==> config.mk <==
export PLATFORM = sky130hd
export DESIGN_NAME = inst_loader_flat
export DESIGN_NICKNAME = d
export VERILOG_FILES = /design/src/rtl/inst_loader_if.sv /design/src/rtl/inst_loader.sv /design/src/flat_wrapper.sv
export SDC_FILE = /design/constraint.sdc
export NUM_CORES = 1
export LEC_CHECK = 0
export CAP_MARGIN = 15
export CORE_AREA = 3 3 92 94
export CTS_CLUSTER_DIAMETER = 120
export DETAILED_ROUTE_END_ITERATION = 10
export DIE_AREA = 0 0 95 97
export PLACE_DENSITY = 0.76
export SYNTH_ARGS = -nofsm -noshare
export SYNTH_HDL_FRONTEND = slang
export SYNTH_SLANG_ARGS = --single-unit
==> constraint.sdc <==
create_clock -name clk -period 3.1 [get_ports clk]
set_input_delay 0.31 -clock clk [delete_from_list [all_inputs] [get_ports clk]]
set_output_delay 0.31 -clock clk [all_outputs]
set_load 0.05 [all_outputs]
==> src/rtl/inst_loader_if.sv <==
// rtl/inst_loader_if.sv - boot loader byte stream, memory write ports and status
interface inst_loader_if #(
    parameter int INST_MEM_WIDTH = 14,
    parameter int PATTERN_WIDTH  = 10
);
    logic                      rx_valid;
    logic [7:0]                rx_data;
    logic                      rx_ready;
    logic                      imem_we;
    logic [INST_MEM_WIDTH-1:0] imem_addr;
    logic [31:0]               imem_wdata;
    logic                      pht_we;
    logic [PATTERN_WIDTH-1:0]  pht_addr;
    logic [1:0]                pht_wdata;
    logic                      core_hold;
    logic                      done;
    logic                      error;

    modport master (
        input  rx_valid, rx_data,
        output rx_ready, imem_we, imem_addr, imem_wdata,
        output pht_we, pht_addr, pht_wdata, core_hold, done, error
    );

    modport slave (
        output rx_valid, rx_data,
        input  rx_ready, imem_we, imem_addr, imem_wdata,
        input  pht_we, pht_addr, pht_wdata, core_hold, done, error
    );
endinterface

==> src/rtl/inst_loader.sv <==
// rtl/inst_loader.sv - boot image loader into instruction memory, optional PHT sweep (INST_LOADER_PHT_CLEAR_EN)
module inst_loader #(
    parameter int INST_MEM_WIDTH = 14,
    parameter int PATTERN_WIDTH  = 10
) (
    input  logic           clk,
    input  logic           reset,
    inst_loader_if.master  bus
);
    localparam logic [31:0] CAPACITY = 32'(1) << INST_MEM_WIDTH;

    typedef enum logic [2:0] {
        HEADER,
        LOAD,
        CLEAR,
        DONE,
        ERROR
    } state_t;

`ifdef INST_LOADER_PHT_CLEAR_EN
    localparam state_t LOAD_EXIT = CLEAR;
`else
    localparam state_t LOAD_EXIT = DONE;
`endif

    state_t state, next_state;

    logic [1:0]                byte_idx;
    logic [31:0]               shift_reg;
    logic [INST_MEM_WIDTH:0]   word_count;
    logic [INST_MEM_WIDTH:0]   word_cnt;
    logic [INST_MEM_WIDTH:0]   word_cnt_inc;
    logic                      imem_we_r;
    logic [INST_MEM_WIDTH-1:0] imem_addr_r;

    logic        rx_ready;
    logic        core_hold;
    logic        done;
    logic        error;
    logic        accept;
    logic        word_complete;
    logic        last_word;
    logic [31:0] assembled;

`ifdef INST_LOADER_PHT_CLEAR_EN
    logic                     pht_we;
    logic [PATTERN_WIDTH-1:0] sweep_cnt;
    logic                     sweep_last;

    assign sweep_last = &sweep_cnt;
`endif

    assign accept        = bus.rx_valid && rx_ready;
    assign assembled     = {shift_reg[23:0], bus.rx_data};
    assign word_complete = accept && (byte_idx == 2'd3);
    assign word_cnt_inc  = word_cnt + 1'b1;
    assign last_word     = (word_cnt_inc == word_count);

    always_ff @(posedge clk) begin
        if (reset) begin
            state <= HEADER;
        end else begin
            state <= next_state;
        end
    end

    always_comb begin
        next_state = state;
        rx_ready   = 1'b0;
        core_hold  = 1'b1;
        done       = 1'b0;
        error      = 1'b0;
`ifdef INST_LOADER_PHT_CLEAR_EN
        pht_we     = 1'b0;
`endif
        case (state)
            HEADER: begin
                rx_ready = 1'b1;
                if (word_complete) begin
                    // Full 32-bit compare so oversized headers cannot alias into range
                    if (assembled == 32'd0) begin
                        next_state = LOAD_EXIT;
                    end else if (assembled > CAPACITY) begin
                        next_state = ERROR;
                    end else begin
                        next_state = LOAD;
                    end
                end
            end
            LOAD: begin
                rx_ready = 1'b1;
                if (word_complete && last_word) begin
                    next_state = LOAD_EXIT;
                end
            end
            CLEAR: begin
`ifdef INST_LOADER_PHT_CLEAR_EN
                pht_we = 1'b1;
                if (sweep_last) begin
                    next_state = DONE;
                end
`else
                next_state = DONE;
`endif
            end
            DONE: begin
                core_hold = 1'b0;
                done      = 1'b1;
            end
            ERROR: begin
                error = 1'b1;
            end
            default: begin
                next_state = HEADER;
            end
        endcase
    end

    always_ff @(posedge clk) begin
        if (reset) begin
            byte_idx    <= 2'd0;
            shift_reg   <= 32'd0;
            word_count  <= '0;
            word_cnt    <= '0;
            imem_we_r   <= 1'b0;
            imem_addr_r <= '0;
        end else begin
            imem_we_r <= 1'b0;
            if (accept) begin
                byte_idx  <= byte_idx + 2'd1;
                shift_reg <= assembled;
            end
            if (state == HEADER && word_complete) begin
                word_count <= assembled[INST_MEM_WIDTH:0];
            end
            if (state == LOAD && word_complete) begin
                imem_we_r   <= 1'b1;
                imem_addr_r <= word_cnt[INST_MEM_WIDTH-1:0];
                word_cnt    <= word_cnt_inc;
            end
        end
    end

`ifdef INST_LOADER_PHT_CLEAR_EN
    always_ff @(posedge clk) begin
        if (reset) begin
            sweep_cnt <= '0;
        end else if (state == CLEAR) begin
            sweep_cnt <= sweep_cnt + 1'b1;
        end
    end

    assign bus.pht_we    = pht_we;
    assign bus.pht_addr  = sweep_cnt;
    assign bus.pht_wdata = 2'b01;
`else
    assign bus.pht_we    = 1'b0;
    assign bus.pht_addr  = {PATTERN_WIDTH{1'b0}};
    assign bus.pht_wdata = 2'b00;
`endif

    // The shift register holds the complete word during the write cycle, so it drives wdata directly
    assign bus.imem_we    = imem_we_r;
    assign bus.imem_addr  = imem_addr_r;
    assign bus.imem_wdata = shift_reg;
    assign bus.rx_ready   = rx_ready;
    assign bus.core_hold  = core_hold;
    assign bus.done       = done;
    assign bus.error      = error;
endmodule

==> src/flat_wrapper.sv <==
// flat-port wrapper written by rule: the top's interface ports become plain ports
module inst_loader_flat 
#(
    parameter int INST_MEM_WIDTH = 14,
    parameter int PATTERN_WIDTH  = 10
)
  (clk, reset, bus_rx_valid, bus_rx_data, bus_rx_ready, bus_imem_we, bus_imem_addr, bus_imem_wdata, bus_pht_we, bus_pht_addr, bus_pht_wdata, bus_core_hold, bus_done, bus_error);
  inst_loader_if #(.INST_MEM_WIDTH(INST_MEM_WIDTH), .PATTERN_WIDTH(PATTERN_WIDTH)) bus_i ();
  input  logic clk;
  input  logic reset;
  input wire logic [$bits(bus_i.rx_valid)-1:0] bus_rx_valid;
  input wire logic [$bits(bus_i.rx_data)-1:0] bus_rx_data;
  output wire logic [$bits(bus_i.rx_ready)-1:0] bus_rx_ready;
  output wire logic [$bits(bus_i.imem_we)-1:0] bus_imem_we;
  output wire logic [$bits(bus_i.imem_addr)-1:0] bus_imem_addr;
  output wire logic [$bits(bus_i.imem_wdata)-1:0] bus_imem_wdata;
  output wire logic [$bits(bus_i.pht_we)-1:0] bus_pht_we;
  output wire logic [$bits(bus_i.pht_addr)-1:0] bus_pht_addr;
  output wire logic [$bits(bus_i.pht_wdata)-1:0] bus_pht_wdata;
  output wire logic [$bits(bus_i.core_hold)-1:0] bus_core_hold;
  output wire logic [$bits(bus_i.done)-1:0] bus_done;
  output wire logic [$bits(bus_i.error)-1:0] bus_error;
  assign bus_i.rx_valid = bus_rx_valid;
  assign bus_i.rx_data = bus_rx_data;
  assign bus_rx_ready = bus_i.rx_ready;
  assign bus_imem_we = bus_i.imem_we;
  assign bus_imem_addr = bus_i.imem_addr;
  assign bus_imem_wdata = bus_i.imem_wdata;
  assign bus_pht_we = bus_i.pht_we;
  assign bus_pht_addr = bus_i.pht_addr;
  assign bus_pht_wdata = bus_i.pht_wdata;
  assign bus_core_hold = bus_i.core_hold;
  assign bus_done = bus_i.done;
  assign bus_error = bus_i.error;
  inst_loader #(.INST_MEM_WIDTH(INST_MEM_WIDTH), .PATTERN_WIDTH(PATTERN_WIDTH)) u_core (.clk(clk), .reset(reset), .bus(bus_i));
endmodule
==> impl_metrics.tcl <==
set metrics [dict create \
    status "finished, final reports clean" \
    path_class "reg -> out" \
    antenna_violations_before_repair 0 \
    worst_r2r_endpoint "u_core.state[1]" \
    synth_xor_area_share_pct 7.14 \
    comb_power_share_pct 9.3 \
    setup_repair_after_global_routing_missed_its_margin "no" \
    drv.max_cap_violation_count 0 \
    min-delay-path-class "in -> reg" \
    tritoncts "done" \
    mappedNetlistArea_mm2 0.00380 \
    first_pass_grt_wire_length_um 15100 \
    filler_cell_count 713 \
    final.setup.tns_ns 0 \
    ffs_w_async_s_r_synth_pct 0 \
    vias_per_cell 5.33 \
    netSwitchingPower_uw 541 \
    dr.pass1.iters 4 \
    hold_viol 0 \
    detail_route.iter0.violations 200 \
    power_frac_clock_pct 37.8 \
    dr.max_layer_used "met4" \
    cts_buffers 9 \
    timing.critical_path.cells "nand3_1 > inv_1 > clkdlybuf4s50_1" \
    p_int_uw 1510 \
    worst_r2r_startpoint "u_core.word_cnt[0]" \
    clockRootBuffer "sky130_fd_sc_hd__clkbuf_8" \
    clock_latency_ns 0.35 \
    antenna_violating_nets_post_route 0 \
    finish.net_count 527 \
    synth_edf_count 0 \
    cts.repair.resized 0 \
    peakVddDrop_mv 0.273 \
    die_h_um 97 \
    area_overhead_vs_synth_pct 19.2 \
    final_common_cell "sky130_fd_sc_hd__nand2_1" \
    synthesis.area_per_instance_um2 8.09 \
    place_hpwl_um 6350 \
    clock_skew_ns 0.00855 \
    synthMuxAreaShare_pct 3.69 \
    crit_path_start_kind "flop" \
    final-seq-area_mm2 0.00164 \
    layout.cells.most_common_list "sky130_fd_sc_hd__nand2_1, sky130_fd_sc_hd__dfxtp_1, sky130_fd_sc_hd__clkdlybuf4s50_1" \
    hold_path.startpoint "reset" \
    power.share.sequential_pct 52.9 \
    worst_setup_hold_path_clk_slew_ns 0.08 \
    place.port_buffers 61 \
    cts.sinks 82 \
    timing.critical_path.max_delay_family "buffers and inverters" \
    setup_viol_count_final 0 \
    core.rowCount 32 \
    number_of_warnings_issued_by_yosys 0 \
    post_synth_and_or_nand_nor_area_fraction_pct 25.0 \
    main_combinational_cell_family_by_area_after_synthesis "simple AND/OR/NAND/NOR gates" \
    worst-r2r-setup-slack_ns 0.86 \
    drive_gt1_share_pct 5.78 \
    clk_path_buf_depth 2 \
    last_weighted_congestion_value_of_the_routability_driven_placer 0.891 \
    max-slew-margin-rel_pct 29.0 \
    synth_sequential_area_ratio_pct 43.2 \
    max_stage_delay_ns 0.80 \
    final_min_period_over_clock_period_pct 74.1 \
    stdcell_count 621 \
    critical_path.endpoint_type "output pin" \
    area_share_of_fa_ha_maj_cells_after_synthesis_pct 0.658 \
    placed_cells_incl_taps 605 \
    critPathArrivalTime_ns 1.99 \
    critical_path_peak_fanout 11 \
    critical_path_buf_inv_count 2 \
    grt_pass1_vias 3200 \
    ys_dominant_reg_cell "sky130_fd_sc_hd__dfxtp_1" \
    required_time_of_the_worst_setup_path_ns 2.79 \
    ys_types 50 \
    critPathSlowestCell "sky130_fd_sc_hd__clkdlybuf4s50_1" \
    maximum_number_of_pins_on_one_net_before_global_route_repair 74 \
    die_area_mm2 0.00922 \
    met3_length_um 453 \
    routed_length_on_met1_um 4050 \
    cts.htree.levels 3 \
    grt_overflow_total 0 \
    synth_compound_gate_area_share_pct 11.8 \
    worst_hold_path.endpoint "u_core.word_count[10]" \
    finalMaxSlewViolations 0 \
    postCtsHoldBufs 0 \
    timing_worst_slew_pin_value_ns 1.06 \
    boundaryPins 75 \
    route.final.wire_length_um 8860 \
    routedWlPerCell_um 14.3 \
    antenna_cells_inserted 0 \
    post_cts.repair.setup_buffers 0 \
    routed-wl-met2_um 4130 \
    dr_total_vias 3307 \
    leakagePower_uw 0.00152 \
    post_synth_inst_count 470 \
    drt_drc_violations_left 0 \
    grt_use_total_pct 20.5 \
    power.share.switching_pct 26.3 \
    die-width_um 95 \
    initial_core_util_pct 49.2 \
    holdPathStages 2 \
    timing.fmax_mhz 436 \
    worstSetupStartpoint "u_core.state[0]" \
    synth_seq_cells 82 \
    coreArea_mm2 0.00773 \
    multi_input_comb_area_mm2 0.00189 \
    timing.reg2reg.worst_path_depth 6 \
    layout_min_cycle_time_ns 2.30 \
    power_density_mw_per_mm2 454 \
]
-- metal layers --
layer  vias up  global-route usage, %
met2       103                   32.5
met1      1543                   26.7
met3        19                   3.89
met4         0                   9.43
li1       1642                      -
met5         -                      0
-- stage by stage --
stage	instance area (µm²)	setup slack (ns)	hold WS [ns]	util [%]	power, µW
after CTS	4530	0.793	0.274	58.6	2070
after floorplan	3850	0.859	0.440	-	1260
after global placement	4330	0.810	0.442	56.0	1300
final	4530	0.804	0.291	58.6	2050
after detailed placement	4330	0.753	0.448	56.0	1300
after global routing	4530	0.706	0.290	58.6	2130
-- flip-flops by register name, summed over array words and instances, names as in the netlist --
signal / flops
u_core.bus.imem_wdata: 32
u_core.word_cnt: 15
u_core.bus.imem_we: 1
u_core.byte_idx: 2
u_core.state: 3
u_core.bus.imem_addr: 14
u_core.word_count: 15
-- cells by family after synthesis --
family | count (synthesis)
buffers and inverters | 52
AOI/OAI and AO/OA | 78
and+or+nand+nor | 210
adders and majority gates | 2
DFF | 82
muxes | 14
xor gates and xnor gates | 31
other | 1
-- cell type report --
| cell class | count | share of cell area (%) |
|---|---|---|
| Clock inverter | 6 | 1.46 |
| Timing Repair Buffer | 66 | 14.2 |
| Sequential cell | 82 | 36.2 |
| Multi-Input combinational cell | 348 | 41.7 |
| Tap cell | 102 | 2.82 |
| Clock buffer | 10 | 3.04 |
| Inverter | 7 | 0.580 |
-- worst register-to-register path: stages, from the launching register on --
cell                      delay, ns
sky130_fd_sc_hd__dfxtp_1       0.55
sky130_fd_sc_hd__ha_1          0.32
sky130_fd_sc_hd__nand4_1       0.29
sky130_fd_sc_hd__nor4_1        0.53
sky130_fd_sc_hd__o41ai_1       0.14
sky130_fd_sc_hd__a21o_1        0.16
sky130_fd_sc_hd__a31o_1        0.16
-- worst max path at each step --
stage | to | slack, ns | cells past startpoint
finish | bus_done | 0.80 | 3
global route | u_core.state[1] | 0.71 | 7
CTS | bus_done | 0.79 | 3
detailed placement | u_core.state[1] | 0.75 | 7
global placement | u_core.word_cnt[12] | 0.81 | 7
floorplan | u_core.state[0] | 0.86 | 7
-- Yosys cell counts (all sizes together) (3+ instances only) --
| cell | count | area, µm² |
|---|---|---|
| xor2 | 10 | 87.6 |
| o21a | 3 | 22.5 |
| nand2 | 109 | 409 |
| xnor2 | 21 | 184 |
| dfxtp | 82 | 1640 |
| mux2i | 14 | 140 |
| nand3 | 11 | 55.1 |
| buf | 24 | 191 |
| o21ai | 8 | 40.0 |
| nor3 | 10 | 50.1 |
| clkbuf | 21 | 100 |
| a21oi | 54 | 270 |
| inv | 7 | 26.3 |
| nand4 | 8 | 56.3 |
| nor4 | 13 | 96.3 |
| nor2 | 43 | 164 |
| or3 | 3 | 20.0 |
-- power by group through the flow --
stage / clock, µW / sequential [µW] / combinational, µW
global placement: 0 / 1110 / 187
global route: 831 / 1090 / 205
finish: 777 / 1090 / 190
CTS: 791 / 1090 / 191
floorplan: 0 / 1140 / 113
detailed placement: 0 / 1110 / 190
No activity file was read; power rests on OpenSTA's default activity.
